==> config.mk <==
export PLATFORM = sky130hd
export DESIGN_NAME = param_shifter
export DESIGN_NICKNAME = d
export VERILOG_FILES = /design/src/rtl/shifter_pkg.sv /design/src/rtl/shift_step.sv /design/src/rtl/param_shifter.sv
export SDC_FILE = /design/constraint.sdc
export NUM_CORES = 1
export LEC_CHECK = 0
export ABC_AREA = 0
export CAP_MARGIN = 40
export CORE_UTILIZATION = 43
export DETAILED_ROUTE_END_ITERATION = 16
export PLACE_DENSITY = 0.72
export SYNTH_ARGS = -nofsm -noshare
export SYNTH_HDL_FRONTEND = slang
export SYNTH_SLANG_ARGS = --single-unit
==> constraint.sdc <==
create_clock -name clock -period 1.7 [get_ports clock]
set_clock_uncertainty 0.2 [all_clocks]
set_input_delay 0.34 -clock clock [delete_from_list [all_inputs] [get_ports clock]]
set_output_delay 0.34 -clock clock [all_outputs]
set_load 0.03 [all_outputs]
==> src/rtl/shifter_pkg.sv <==
// ---------------------------------------------------------------------------
// shifter_pkg
// Shared types for the parametrised shift register:
//   shift_op_t - operation codes presented on the op port
//   state_t    - control FSM states (idle / multi-step shifting)
// ---------------------------------------------------------------------------
package shifter_pkg;

  typedef enum logic [2:0] {
    OP_HOLD = 3'd0,
    OP_LOAD = 3'd1,
    OP_SHL  = 3'd2,
    OP_SHR  = 3'd3,
    OP_ASR  = 3'd4,
    OP_ROL  = 3'd5,
    OP_ROR  = 3'd6,
    OP_RSVD = 3'd7
  } shift_op_t;

  typedef enum logic {
    ST_IDLE  = 1'b0,
    ST_SHIFT = 1'b1
  } state_t;

endpackage

==> src/rtl/shift_step.sv <==
// ---------------------------------------------------------------------------
// shift_step
// Purely combinational single-position shift/rotate function.
// Optional feature macro: PARAM_SHIFTER_ROTATE_EN (builds ROL/ROR; when
// undefined, rotate codes fall through to the hold behaviour).
// Ports:
//   q        in  WIDTH  current register value
//   op       in  3      operation (shift_op_t)
//   ser_in   in  1      fill bit for logical shifts
//   next_q   out WIDTH  value after one step
//   out_bit  out 1      bit shifted or rotated out by this step
//   is_shift out 1      op moves bits (so ser_out should be updated)
// ---------------------------------------------------------------------------
module shift_step
  import shifter_pkg::*;
#(
  parameter int WIDTH = 8
) (
  input  logic [WIDTH-1:0] q,
  input  shift_op_t        op,
  input  logic             ser_in,
  output logic [WIDTH-1:0] next_q,
  output logic             out_bit,
  output logic             is_shift
);

  // Default is "no movement"; only real shift ops override it, which is what
  // makes reserved (and, without rotate support, rotate) codes act as HOLD.
  always_comb begin
    next_q   = q;
    out_bit  = 1'b0;
    is_shift = 1'b0;
    case (op)
      OP_SHL: begin
        next_q   = {q[WIDTH-2:0], ser_in};
        out_bit  = q[WIDTH-1];
        is_shift = 1'b1;
      end
      OP_SHR: begin
        next_q   = {ser_in, q[WIDTH-1:1]};
        out_bit  = q[0];
        is_shift = 1'b1;
      end
      OP_ASR: begin
        // Sign fill comes from the live register MSB.
        next_q   = {q[WIDTH-1], q[WIDTH-1:1]};
        out_bit  = q[0];
        is_shift = 1'b1;
      end
`ifdef PARAM_SHIFTER_ROTATE_EN
      OP_ROL: begin
        next_q   = {q[WIDTH-2:0], q[WIDTH-1]};
        out_bit  = q[WIDTH-1];
        is_shift = 1'b1;
      end
      OP_ROR: begin
        next_q   = {q[0], q[WIDTH-1:1]};
        out_bit  = q[0];
        is_shift = 1'b1;
      end
`endif
      default: begin
      end
    endcase
  end

endmodule

==> src/rtl/param_shifter.sv <==
// ---------------------------------------------------------------------------
// param_shifter
// Parametrised multi-mode shift register. Loads a WIDTH-bit word, then does
// logical / arithmetic / rotate shifts stepping one bit per clock, with a
// start/busy/done handshake.
// Optional feature macro: PARAM_SHIFTER_ROTATE_EN (enables ROL/ROR; without
// it ops 5 and 6 behave as HOLD).
// Parameters: WIDTH (>= 2), AMT_W (2**AMT_W > WIDTH)
// Ports:
//   clock     in  1      rising-edge clock
//   reset_n   in  1      synchronous active-low reset
//   start     in  1      request strobe, sampled only when idle
//   op        in  3      operation code (shift_op_t), sampled with start
//   amount    in  AMT_W  number of single-bit steps, sampled with start
//   load_val  in  WIDTH  parallel load data, sampled with start
//   ser_in    in  1      logical-shift fill bit, sampled live every step
//   q         out WIDTH  register contents
//   ser_out   out 1      last bit shifted/rotated out (held between ops)
//   busy      out 1      multi-step shift in progress
//   done      out 1      one-cycle completion pulse
// ---------------------------------------------------------------------------
module param_shifter
  import shifter_pkg::*;
#(
  parameter int WIDTH = 8,
  parameter int AMT_W = 4
) (
  input  logic             clock,
  input  logic             reset_n,
  input  logic             start,
  input  logic [2:0]       op,
  input  logic [AMT_W-1:0] amount,
  input  logic [WIDTH-1:0] load_val,
  input  logic             ser_in,
  output logic [WIDTH-1:0] q,
  output logic             ser_out,
  output logic             busy,
  output logic             done
);

  localparam logic [AMT_W-1:0] CNT_ONE = AMT_W'(1);

  state_t           state, state_next;
  shift_op_t        op_r, op_next, op_in, op_sel;
  logic [AMT_W-1:0] cnt, cnt_next;
  logic [WIDTH-1:0] q_r, q_next;
  logic             ser_r, ser_next;
  logic             busy_r, busy_next;
  logic             done_r, done_next;

  logic [WIDTH-1:0] step_q;
  logic             step_bit;
  logic             step_shift;

  assign op_in = shift_op_t'(op);

  // While idle the step function looks at the requested op so the first step
  // lands on the accept edge; during SHIFT it uses the latched op.
  assign op_sel = (state == ST_IDLE) ? op_in : op_r;

  shift_step #(
    .WIDTH (WIDTH)
  ) u_step (
    .q        (q_r),
    .op       (op_sel),
    .ser_in   (ser_in),
    .next_q   (step_q),
    .out_bit  (step_bit),
    .is_shift (step_shift)
  );

  // Next-state and datapath decode. busy/done are recomputed every cycle, so
  // done is naturally a single-cycle pulse unless a new request is accepted.
  always_comb begin
    state_next = state;
    op_next    = op_r;
    cnt_next   = cnt;
    q_next     = q_r;
    ser_next   = ser_r;
    busy_next  = 1'b0;
    done_next  = 1'b0;
    case (state)
      ST_IDLE: begin
        if (start) begin
          op_next = op_in;
          if (step_shift) begin
            if (amount == '0) begin
              done_next = 1'b1;
            end else begin
              q_next   = step_q;
              ser_next = step_bit;
              if (amount == CNT_ONE) begin
                done_next = 1'b1;
              end else begin
                cnt_next   = amount - CNT_ONE;
                state_next = ST_SHIFT;
                busy_next  = 1'b1;
              end
            end
          end else begin
            if (op_in == OP_LOAD) begin
              q_next = load_val;
            end
            done_next = 1'b1;
          end
        end
      end
      ST_SHIFT: begin
        q_next   = step_q;
        ser_next = step_bit;
        cnt_next = cnt - CNT_ONE;
        if (cnt == CNT_ONE) begin
          state_next = ST_IDLE;
          done_next  = 1'b1;
        end else begin
          busy_next = 1'b1;
        end
      end
      default: begin
        state_next = ST_IDLE;
      end
    endcase
  end

  // Register bank; reset wins over any operation in flight.
  always_ff @(posedge clock) begin
    if (!reset_n) begin
      state  <= ST_IDLE;
      op_r   <= OP_HOLD;
      cnt    <= '0;
      q_r    <= '0;
      ser_r  <= 1'b0;
      busy_r <= 1'b0;
      done_r <= 1'b0;
    end else begin
      state  <= state_next;
      op_r   <= op_next;
      cnt    <= cnt_next;
      q_r    <= q_next;
      ser_r  <= ser_next;
      busy_r <= busy_next;
      done_r <= done_next;
    end
  end

  assign q       = q_r;
  assign ser_out = ser_r;
  assign busy    = busy_r;
  assign done    = done_r;

endmodule
==> results.json <==
{
  "cellPowerDensity_mw_per_mm2": 660.3,
  "minimum_setup_slack_after_placement_ns": -0.7605,
  "timing.critical_path.buf_inv": 0,
  "r2r_setup_slack_ns": -0.02,
  "syn2layout_area_growth_pct": 60.02,
  "io_pins": 30,
  "floorplan.core_area_mm2": 0.002522,
  "critical_path.max_fanout": 6,
  "worstPathArrival_ns": 1.72,
  "failed_checks": "negative setup slack",
  "finalHoldWorstSlack_ns": 0.2962,
  "initialDrtViolationCount": 63,
  "vias": 1322,
  "timing.critical_path.cells": "or3b_4 > and3_4 > o311a_4 > nand2_1 > o21ai_1",
  "most-common-layout-cells": "sky130_fd_sc_hd__buf_4 (30), sky130_fd_sc_hd__dfxtp_1 (14), sky130_fd_sc_hd__nor2_1 (11), sky130_fd_sc_hd__clkdlybuf4s50_1 (11)",
  "share_of_post_route_cells_with_drive_strength_above_1_pct": 36.04,
  "cp-start-kind": "register",
  "holdCritPathClass": "input pin to register",
  "p_sw_uw": 420.3,
  "gr-usage-all-layers_pct": 27.39,
  "overflow": 0,
  "outcome": "finished, violations left",
  "minimum_clock_period_after_layout_ns": 1.722,
  "synth.ff_latch_count": 18,
  "cts_hold_repair.buffers": 0,
  "buffer_ports.inserted": 29,
  "synth_warnings": 0,
  "ys_dominant_reg_cell": "sky130_fd_sc_hd__dfxtp_1",
  "die_height_um": 54.11,
  "worst_hold_path.num_cells": 4,
  "cellLeakagePower_uw": 0.0007820,
  "netlist-cell-type-count": 46,
  "peak_vdd_ir_uv": 546.8,
  "critical-path-max-stage-delay_ns": 0.40,
  "syn_nets": 158,
  "unrepaired_setup_endpoints_after_global_routing": "true",
  "whs_endpoint": "op_r[2]",
  "post-route-worst-setup-slack_ns": -0.02242,
  "tns_ns": -0.1180,
  "comb_power_share_pct": 36.9,
  "worstPathRequired_ns": 1.70,
  "most_common_library_cell_in_the_layout_ignoring_fill_and_taps": "sky130_fd_sc_hd__buf_4",
  "slew-limit-headroom_pct": 78.66,
  "grt_antenna_before_repair": 0,
  "min-delay-start": "op[2]",
  "dp_hpwl_mm": 2.599,
  "yosysSeqAreaShare_pct": 30.87,
  "critical_path.reg2reg.startpoint": "op_r[1]",
  "asyncSetResetFlopFracSynth_pct": 0,
  "final_min_period_over_clock_period_pct": 101.3,
  "postSynthCellCount": 135,
  "initial_utilization_pct": 46.28,
  "max_freq_ghz": 0.5806,
  "worstSetupPathType": "register to register",
  "internal_power_uw": 813.1,
  "synth_enable_flop_cells": 0,
  "clock_sink_count": 18,
  "share_seq_of_total_power_pct": 40.0,
  "insertedDiodeCount": 0,
  "dieWidth_um": 54.11,
  "worst_r2r_path_depth": 5,
  "synth_area_per_cell_um2": 8.647,
  "fillCellCount": 202,
  "clock_power_share_pct": 23.1,
  "timing.critical_path.max_delay_family": "simple AND/OR/NAND/NOR gates",
  "htree_levels": 1,
  "antenna_left": 0,
  "clock_insertion_delay_worst_skew_ns": 0.31,
  "nets_finish": 221,
  "switching_share_pct": 34.08,
  "die_footprint_mm2": 0.002927,
  "max_cap_viol_count": 0,
  "critPathSlowestCell": "sky130_fd_sc_hd__or3b_4",
  "num_rows": 18,
  "critical_path.reg2reg.endpoint": "q[1]",
  "global_route_wire_length_before_repair_mm": 5.733,
  "route.final.wire_length_mm": 3.531,
  "first_pass_iters": 6,
  "detail_route.wl_per_cell_um": 15.56,
  "placedInstanceArea_mm2": 0.001720,
  "place_congestion": 0.9287,
  "tritoncts_clock_tree": "yes",
  "worst_pin_slew_ns": 0.3214,
  "vias_cell": 5.824,
  "cts.reportedPaths.clkPinSlew_ns": 0.12,
  "remaining_routing_drc_violations": 0,
  "grt_pass1_vias": 1304,
  "setup_viol": 6,
  "cts.root.buffer_cell": "sky130_fd_sc_hd__clkbuf_4",
  "final_area_mm2": 0.001868,
  "final_core_util_pct": 74.06,
  "post_synth_instance_area_mm2": 0.001167,
  "report.final.slew_viol_count": 0,
  "maximum_buffer_depth_of_the_clock_tree": 2,
  "grt_max_degree": 11,
  "cp-end-kind": "register",
  "cts_buffers": 3,
  "finalHoldViolations": 0
}
==> synthesized netlist by cell type (3+ instances only) <==
library cell | instances | area share, %
sky130_fd_sc_hd__dfxtp_1 | 18 | 31
sky130_fd_sc_hd__nor2_1 | 14 | 4.5
sky130_fd_sc_hd__nand2_1 | 9 | 2.9
sky130_fd_sc_hd__o21ai_1 | 9 | 3.9
sky130_fd_sc_hd__a21oi_1 | 6 | 2.6
sky130_fd_sc_hd__a222oi_1 | 6 | 5.1
sky130_fd_sc_hd__inv_1 | 6 | 1.9
sky130_fd_sc_hd__mux2i_1 | 5 | 4.3
sky130_fd_sc_hd__ha_1 | 4 | 4.3
sky130_fd_sc_hd__a22oi_1 | 3 | 1.9
sky130_fd_sc_hd__buf_2 | 3 | 1.3
sky130_fd_sc_hd__nand3_1 | 3 | 1.3
sky130_fd_sc_hd__o211ai_1 | 3 | 1.9
sky130_fd_sc_hd__o21ai_0 | 3 | 1.3
sky130_fd_sc_hd__o31ai_1 | 3 | 1.9
sky130_fd_sc_hd__xor2_1 | 3 | 2.3
==> sequential cells by signal (all words and copies together) (netlist names) <==
name / flops
done: 1
op_r: 3
busy: 1
q: 8
ser_out: 1
cnt: 4
==> worst max-delay path by stage <==
stage                         start      to  slack, ns  depth (start not counted)
final                       op_r[1]    q[1]      -0.02                          5
after global routing        op_r[1]    q[2]      -0.07                          5
after CTS                   op_r[1]    q[5]      -0.01                          5
after detailed placement      op[1]  cnt[0]      -0.76                          6
after global placement    amount[0]    q[7]      -0.68                          7
after floorplan           amount[1]    q[0]      0.001                          6
==> what timing repair did <==
action                                 CTS  global route
gates resized for setup                 39            15
pin swaps                               14            11
endpoints found under the hold margin    0             0
setup endpoints to repair               25            14
setup buffers                            2             2
==> worst reg2reg max path: stages, from the launching register on <==
cell and delay (ns):
sky130_fd_sc_hd__dfxtp_2 0.35, sky130_fd_sc_hd__or3b_4 0.40, sky130_fd_sc_hd__and3_4 0.19, sky130_fd_sc_hd__o311a_4 0.35
sky130_fd_sc_hd__nand2_1 0.07, sky130_fd_sc_hd__o21ai_1 0.05
==> power groups by stage <==
stage                     sequential, µW  clock (µW)  combinational (µW)
after global routing                 498         306                 490
after detailed placement             500           0                 422
final                                493         285                 455
after floorplan                      537           0                 193
after CTS                            492         288                 432
after global placement               499           0                 416
==> per-layer routing <==
metal | GRT usage (%) | share of wire, %
met1 | 33.00 | 43
met2 | 47.12 | 50
met3 | 4.520 | 6.0
met4 | 12.39 | 1.4
met5 | 0 | 0
==> through the flow <==
stage / instances / total power [µW]
after CTS: 225 / 1211
final: 227 / 1233
after global placement: 219 / 915.3
after global routing: 227 / 1295
after detailed placement: 219 / 922.6
after floorplan: 135 / 730.4
==> cells by family after synthesis <==
| family | Yosys count | share of synthesized area (%) |
|---|---|---|
| xor gates and xnor gates | 3 | 2.251 |
| adders and majority gates | 4 | 4.287 |
| and+or+nand+nor | 47 | 23.58 |
| AOI/OAI and AO/OA | 46 | 30.22 |
| buffers and inverters | 12 | 4.501 |
| DFF | 18 | 30.87 |
| muxes | 5 | 4.287 |
==> cell type report <==
cell class / instances / area, µm² / share of cell area, %
Tap cell: 30 / 37.54 / 2.009
Clock buffer: 4 / 36.28 / 1.942
Inverter: 8 / 40.04 / 2.143
Sequential cell: 18 / 367.9 / 19.69
Multi-Input combinational cell: 105 / 852.1 / 45.61
Timing Repair Buffer: 62 / 534.3 / 28.60
No activity file was read; power rests on OpenSTA's default activity.
